[src/rtl/regfile_write_buffer.sv]
// Write-side FIFO for the 8x8 register file: queues writeback results, drains one per cycle,
// and forwards pending data to the two read ports. Optional macro REG0_HARDWIRED_EN makes r0 read as zero.
module regfile_write_buffer #(
    parameter int DEPTH  = 4,
    parameter int DATA_W = 8,
    parameter int ADDR_W = 3
) (
    input  logic                         clk,
    input  logic                         reset,
    input  logic                         wb_valid,
    input  logic [ADDR_W-1:0]            wb_reg,
    input  logic [DATA_W-1:0]            wb_data,
    output logic                         wb_ready,
    input  logic                         drain_hold,
    output logic [ADDR_W-1:0]            write_reg,
    output logic [DATA_W-1:0]            write_data,
    output logic                         write_enable,
    input  logic [ADDR_W-1:0]            read_reg1,
    input  logic [ADDR_W-1:0]            read_reg2,
    input  logic [DATA_W-1:0]            rf_data1,
    input  logic [DATA_W-1:0]            rf_data2,
    output logic [DATA_W-1:0]            fwd_data1,
    output logic [DATA_W-1:0]            fwd_data2,
    output logic [$clog2(DEPTH+1)-1:0]   pending_count,
    output logic                         empty
);

    localparam int PTR_W = $clog2(DEPTH);
    localparam int CNT_W = $clog2(DEPTH+1);
    localparam logic [CNT_W-1:0] FULL_CNT = CNT_W'(DEPTH);

    logic [ADDR_W-1:0] q_reg_p0  [DEPTH];
    logic [DATA_W-1:0] q_data_p0 [DEPTH];
    logic [PTR_W-1:0]  head_p0;
    logic [PTR_W-1:0]  tail_p0;
    logic [CNT_W-1:0]  count_p0;

    logic accept;
    logic push;
    logic pop;

    assign wb_ready      = (count_p0 < FULL_CNT);
    assign accept        = wb_valid && wb_ready;
    assign pop           = (count_p0 != '0) && !drain_hold;
    assign pending_count = count_p0;
    assign empty         = (count_p0 == '0) && !write_enable;

`ifdef REG0_HARDWIRED_EN
    // r0 writes complete the handshake but are dropped on the floor
    assign push = accept && (wb_reg != '0);
`else
    assign push = accept;
`endif

    // Stage p0: queue storage (data only, no reset needed)
    always_ff @(posedge clk) begin
        if (push) begin
            q_reg_p0[tail_p0]  <= wb_reg;
            q_data_p0[tail_p0] <= wb_data;
        end
    end

    // Stage p0 control and p1 output stage
    always_ff @(posedge clk or posedge reset) begin
        if (reset) begin
            head_p0      <= '0;
            tail_p0      <= '0;
            count_p0     <= '0;
            write_enable <= 1'b0;
            write_reg    <= '0;
            write_data   <= '0;
        end else begin
            if (push) begin
                tail_p0 <= tail_p0 + 1'b1;
            end
            if (pop) begin
                head_p0      <= head_p0 + 1'b1;
                write_enable <= 1'b1;
                write_reg    <= q_reg_p0[head_p0];
                write_data   <= q_data_p0[head_p0];
            end else begin
                write_enable <= 1'b0;
            end
            count_p0 <= count_p0 + CNT_W'(push) - CNT_W'(pop);
        end
    end

    // Forwarding: walk oldest to newest so the newest match overrides
    always_comb begin
        logic [PTR_W-1:0] idx;
        idx       = '0;
        fwd_data1 = rf_data1;
        fwd_data2 = rf_data2;
        if (write_enable && (write_reg == read_reg1)) begin
            fwd_data1 = write_data;
        end
        if (write_enable && (write_reg == read_reg2)) begin
            fwd_data2 = write_data;
        end
        for (int k = 0; k < DEPTH; k++) begin
            idx = head_p0 + PTR_W'(k);
            if (CNT_W'(k) < count_p0) begin
                if (q_reg_p0[idx] == read_reg1) begin
                    fwd_data1 = q_data_p0[idx];
                end
                if (q_reg_p0[idx] == read_reg2) begin
                    fwd_data2 = q_data_p0[idx];
                end
            end
        end
`ifdef REG0_HARDWIRED_EN
        if (read_reg1 == '0) begin
            fwd_data1 = '0;
        end
        if (read_reg2 == '0) begin
            fwd_data2 = '0;
        end
`endif
    end

endmodule

[config.mk]
export PLATFORM = sky130hd
export DESIGN_NAME = regfile_write_buffer
export DESIGN_NICKNAME = d
export VERILOG_FILES = /design/src/rtl/regfile_write_buffer.sv
export SDC_FILE = /design/constraint.sdc
export NUM_CORES = 1
export LEC_CHECK = 0
export CAP_MARGIN = 20
export CORE_UTILIZATION = 50
export DETAILED_ROUTE_END_ITERATION = 8
export PLACE_DENSITY = 0.75
export REMOVE_ABC_BUFFERS = 1
export SYNTH_ARGS = -nofsm -noshare
export SYNTH_HDL_FRONTEND = slang
export SYNTH_SLANG_ARGS = --single-unit
[constraint.sdc]
create_clock -name clk -period 3.25 [get_ports clk]
set_input_delay 0.325 -clock clk [delete_from_list [all_inputs] [get_ports clk]]
set_output_delay 0.325 -clock clk [all_outputs]
set_load 0.1 [all_outputs]
==> out/qor.csv <==
metric,value,unit
run status,finished with violations,
failing checks,negative setup slack,
gr usage total,0.287,
Worst Slack Setup Final,-267,ps
Worst Reg-to-Reg Cells,9,
adder-cell share of the synthesized area,0.0274,
clk buf depth,2,
post-synthesis mux area share,0.238,
"Cell Area, Synth",4380,um^2
GRT overflow,0,
port bufs,69,
Compound-Gate Fraction of Synth Area,0.139,
Yosys Warn Count,0,
setup violators final,16,
gpl congestion,0.898,
library cells used by synthesis,39,
CTS tree,done,
vias in the first global route,3679,
crit path max fanout,8,
Least-Margin Pin Slew,974,ps
top flop regs,"q_data_p0: 32 flops, q_reg_p0: 12 flops, write_data: 8 flops",
initial DRC count,282,
Synth Flop Type,edfxtp_1,
clk root buf,clkbuf_8,
worst path buffer plus inverter count,4,
DP Area,5480,um^2
Remaining DRCs,0,
Starting Density,0.525,
main combinational cell family by area after synthesis,multiplexers,
Tmin final,3520,ps
period utilisation layout,1.08,
Synth Area in XOR/XNOR,0.0640,
Diodes inserted,0,
fin. max-slew vios,0,
CP startpoint,head_p0[0]$_DFFE_PP0P_,
Vias/cell,6.17,
largest net degree at the start of global routing,43,
vias post-DR,3698,
filler cell count in the final layout,602,
initial antenna violation count,0,
Routed WL,12100,um
worst rel slew slack,0.349,
RSZ-0062 raised after global routing,true,
sequential fraction of the synthesis area,0.410,
H-Tree Depth,3,
first drt pass iteration count,7,
Mapped Avg Cell Area,10.9,um^2
Post-Synthesis Cells,401,
fraction of layout cells with a size suffix above 1,0.249,
most frequent CP cell,buf_12,
core area,8340,um^2
worst reg2reg setup slack,1070,ps
post-route cell area,5790,um^2
Worst Path Required,2920,ps
Biggest register,q_data_p0,
share of flip-flops with an asynchronous set or reset,0.302,
WHS,438,ps
Die Span X,95.6,um
P&R area growth vs syn,32.2,%
Crit path largest cell delay,560,ps
detailed placement HPWL,8090,um
clock skew,6.94,ps
CTS buffer count,9,
dpl ws,-123,ps
Final Hold Violating Endpoints,0,
worst hold path class,in2async,
Clock Latency Late Sink,350,ps
reg-to-reg endpoint,pending_count[2]$_DFF_PP0_,
row count,33,
wire length per cell,20.2,um
Yosys reg bits,63,
top cell family by delay on the critical path,buffers and inverters,
Worst setup EP type,output pin,
Util after Layout,0.694,
"Arr. time, crit path",3190,ps
max-cap viol count,0,
first-pass GRT wire length,18900,um
Peak Freq,0.284,GHz
Die Height,95.6,um
clock slew seen by the registers of the worst setup and hold paths,80,ps
max reg flops,32,
Sink Count,63,
num ports,70,
crit path launch type,flip-flop,
"commonest non-fill, non-tap cell in the layout",clkdlybuf4s50_1,
"EDFF count, synth",44,
simple logic cell fraction of the synthesized area,0.0805,
# nets final,535,
CP max stage cell,or4_4,
Crit Path Category,reg2out,
ANT nets after route,0,
most frequent cells in the layout,"clkdlybuf4s50_1 (51), edfxtp_1 (44), mux2i_1 (38), nand2_1 (37), buf_4 (34)",
die footprint,9140,um^2
crit-path cells,buf_12 > mux4_2 > xor2_1 > or4_4 > buf_8 > nand2_1 > o211ai_1 > a222oi_1 > buf_4 > buf_12,
r2r startpoint,pending_count[1]$_DFF_PP0_,
## cells by family after synthesis
kind of cell             count (synthesis)
adder cells (fa/ha/maj)                  9
multiplexers                            85
AO/OA/AOI/OAI                           94
buffers and inverters                   40
XOR/XNOR                                32
flip-flops                              63
AND/OR/NAND/NOR                         78
## worst reg2reg max path, delay by kind of cell, from the launching register on
family	cells	cell delay, ps
buffers and inverters	4	490
AOI/OAI and AO/OA	1	190
xor gates and xnor gates	1	170
DFF	1	450
adders and majority gates	3	780
## worst max-delay path by stage
stage	to	slack, ps	cells after the start
after global routing	fwd_data1[4]	-400	10
after CTS	fwd_data1[3]	-290	10
final	fwd_data1[0]	-270	10
after detailed placement	fwd_data1[6]	-120	8
after global placement	fwd_data1[6]	-70	8
after floorplan	fwd_data1[0]	-2750	6
## what timing repair did
action,CTS,global route
gates resized for setup,7,6
setup endpoints to repair,16,16
gates cloned,1,0
hold buffers,0,0
setup buffers,4,1
pin swaps,3,8
## per-stage QoR
step / instances / TNS, ps
after floorplan: 372 / -33890
after global placement: 577 / -337
after detailed placement: 577 / -774
after CTS: 598 / -3620
after global routing: 599 / -5560
final: 599 / -3570
## cell usage after synthesis, types with 2 or more instances
library cell | n | area share
a22o_1 | 8 | 0.016
nor3_1 | 2 | 0.0023
xor2_1 | 16 | 0.032
mux2_1 | 8 | 0.021
o21a_1 | 8 | 0.014
ha_1 | 8 | 0.023
or4_1 | 3 | 0.0051
o21ai_1 | 2 | 0.0023
and2_1 | 4 | 0.0057
inv_1 | 9 | 0.0077
nand2_1 | 38 | 0.033
o211ai_1 | 16 | 0.027
nor2_1 | 19 | 0.016
buf_2 | 10 | 0.011
nand2b_1 | 3 | 0.0043
buf_6 | 2 | 0.0051
a222oi_1 | 8 | 0.018
edfxtp_1 | 44 | 0.30
mux2_2 | 27 | 0.069
xnor2_1 | 16 | 0.032
clkbuf_1 | 15 | 0.013
or2_2 | 2 | 0.0029
mux4_2 | 12 | 0.062
mux2i_1 | 38 | 0.087
nand4_1 | 2 | 0.0029
nor2b_1 | 2 | 0.0029
dfrtp_1 | 19 | 0.11
inv_2 | 2 | 0.0017
a21oi_1 | 32 | 0.037
o21ai_0 | 17 | 0.019
## layer usage
| metal | up-vias | wire length [um] | GRT usage |
|---|---|---|---|
| li1 | 1676 | - | - |
| met4 | 0 | 374 | 0.131 |
| met1 | 1817 | 4820 | 0.351 |
| met3 | 39 | 972 | 0.0742 |
| met2 | 166 | 5900 | 0.477 |
| met5 | - | 0 | 0 |
## cell type report
class / count / area (um^2) / area share
clock buffer: 9 / 124 / 0.0214
multi-input combinational: 298 / 2430 / 0.420
clock inverter: 7 / 104 / 0.0179
inverter: 11 / 41.3 / 0.00713
sequential: 63 / 1800 / 0.310
timing repair buffer: 106 / 1160 / 0.201
tap: 105 / 131 / 0.0227
Power is not shown: default switching activity piles up to over one toggle a cycle in this logic, so the estimate is an artifact.
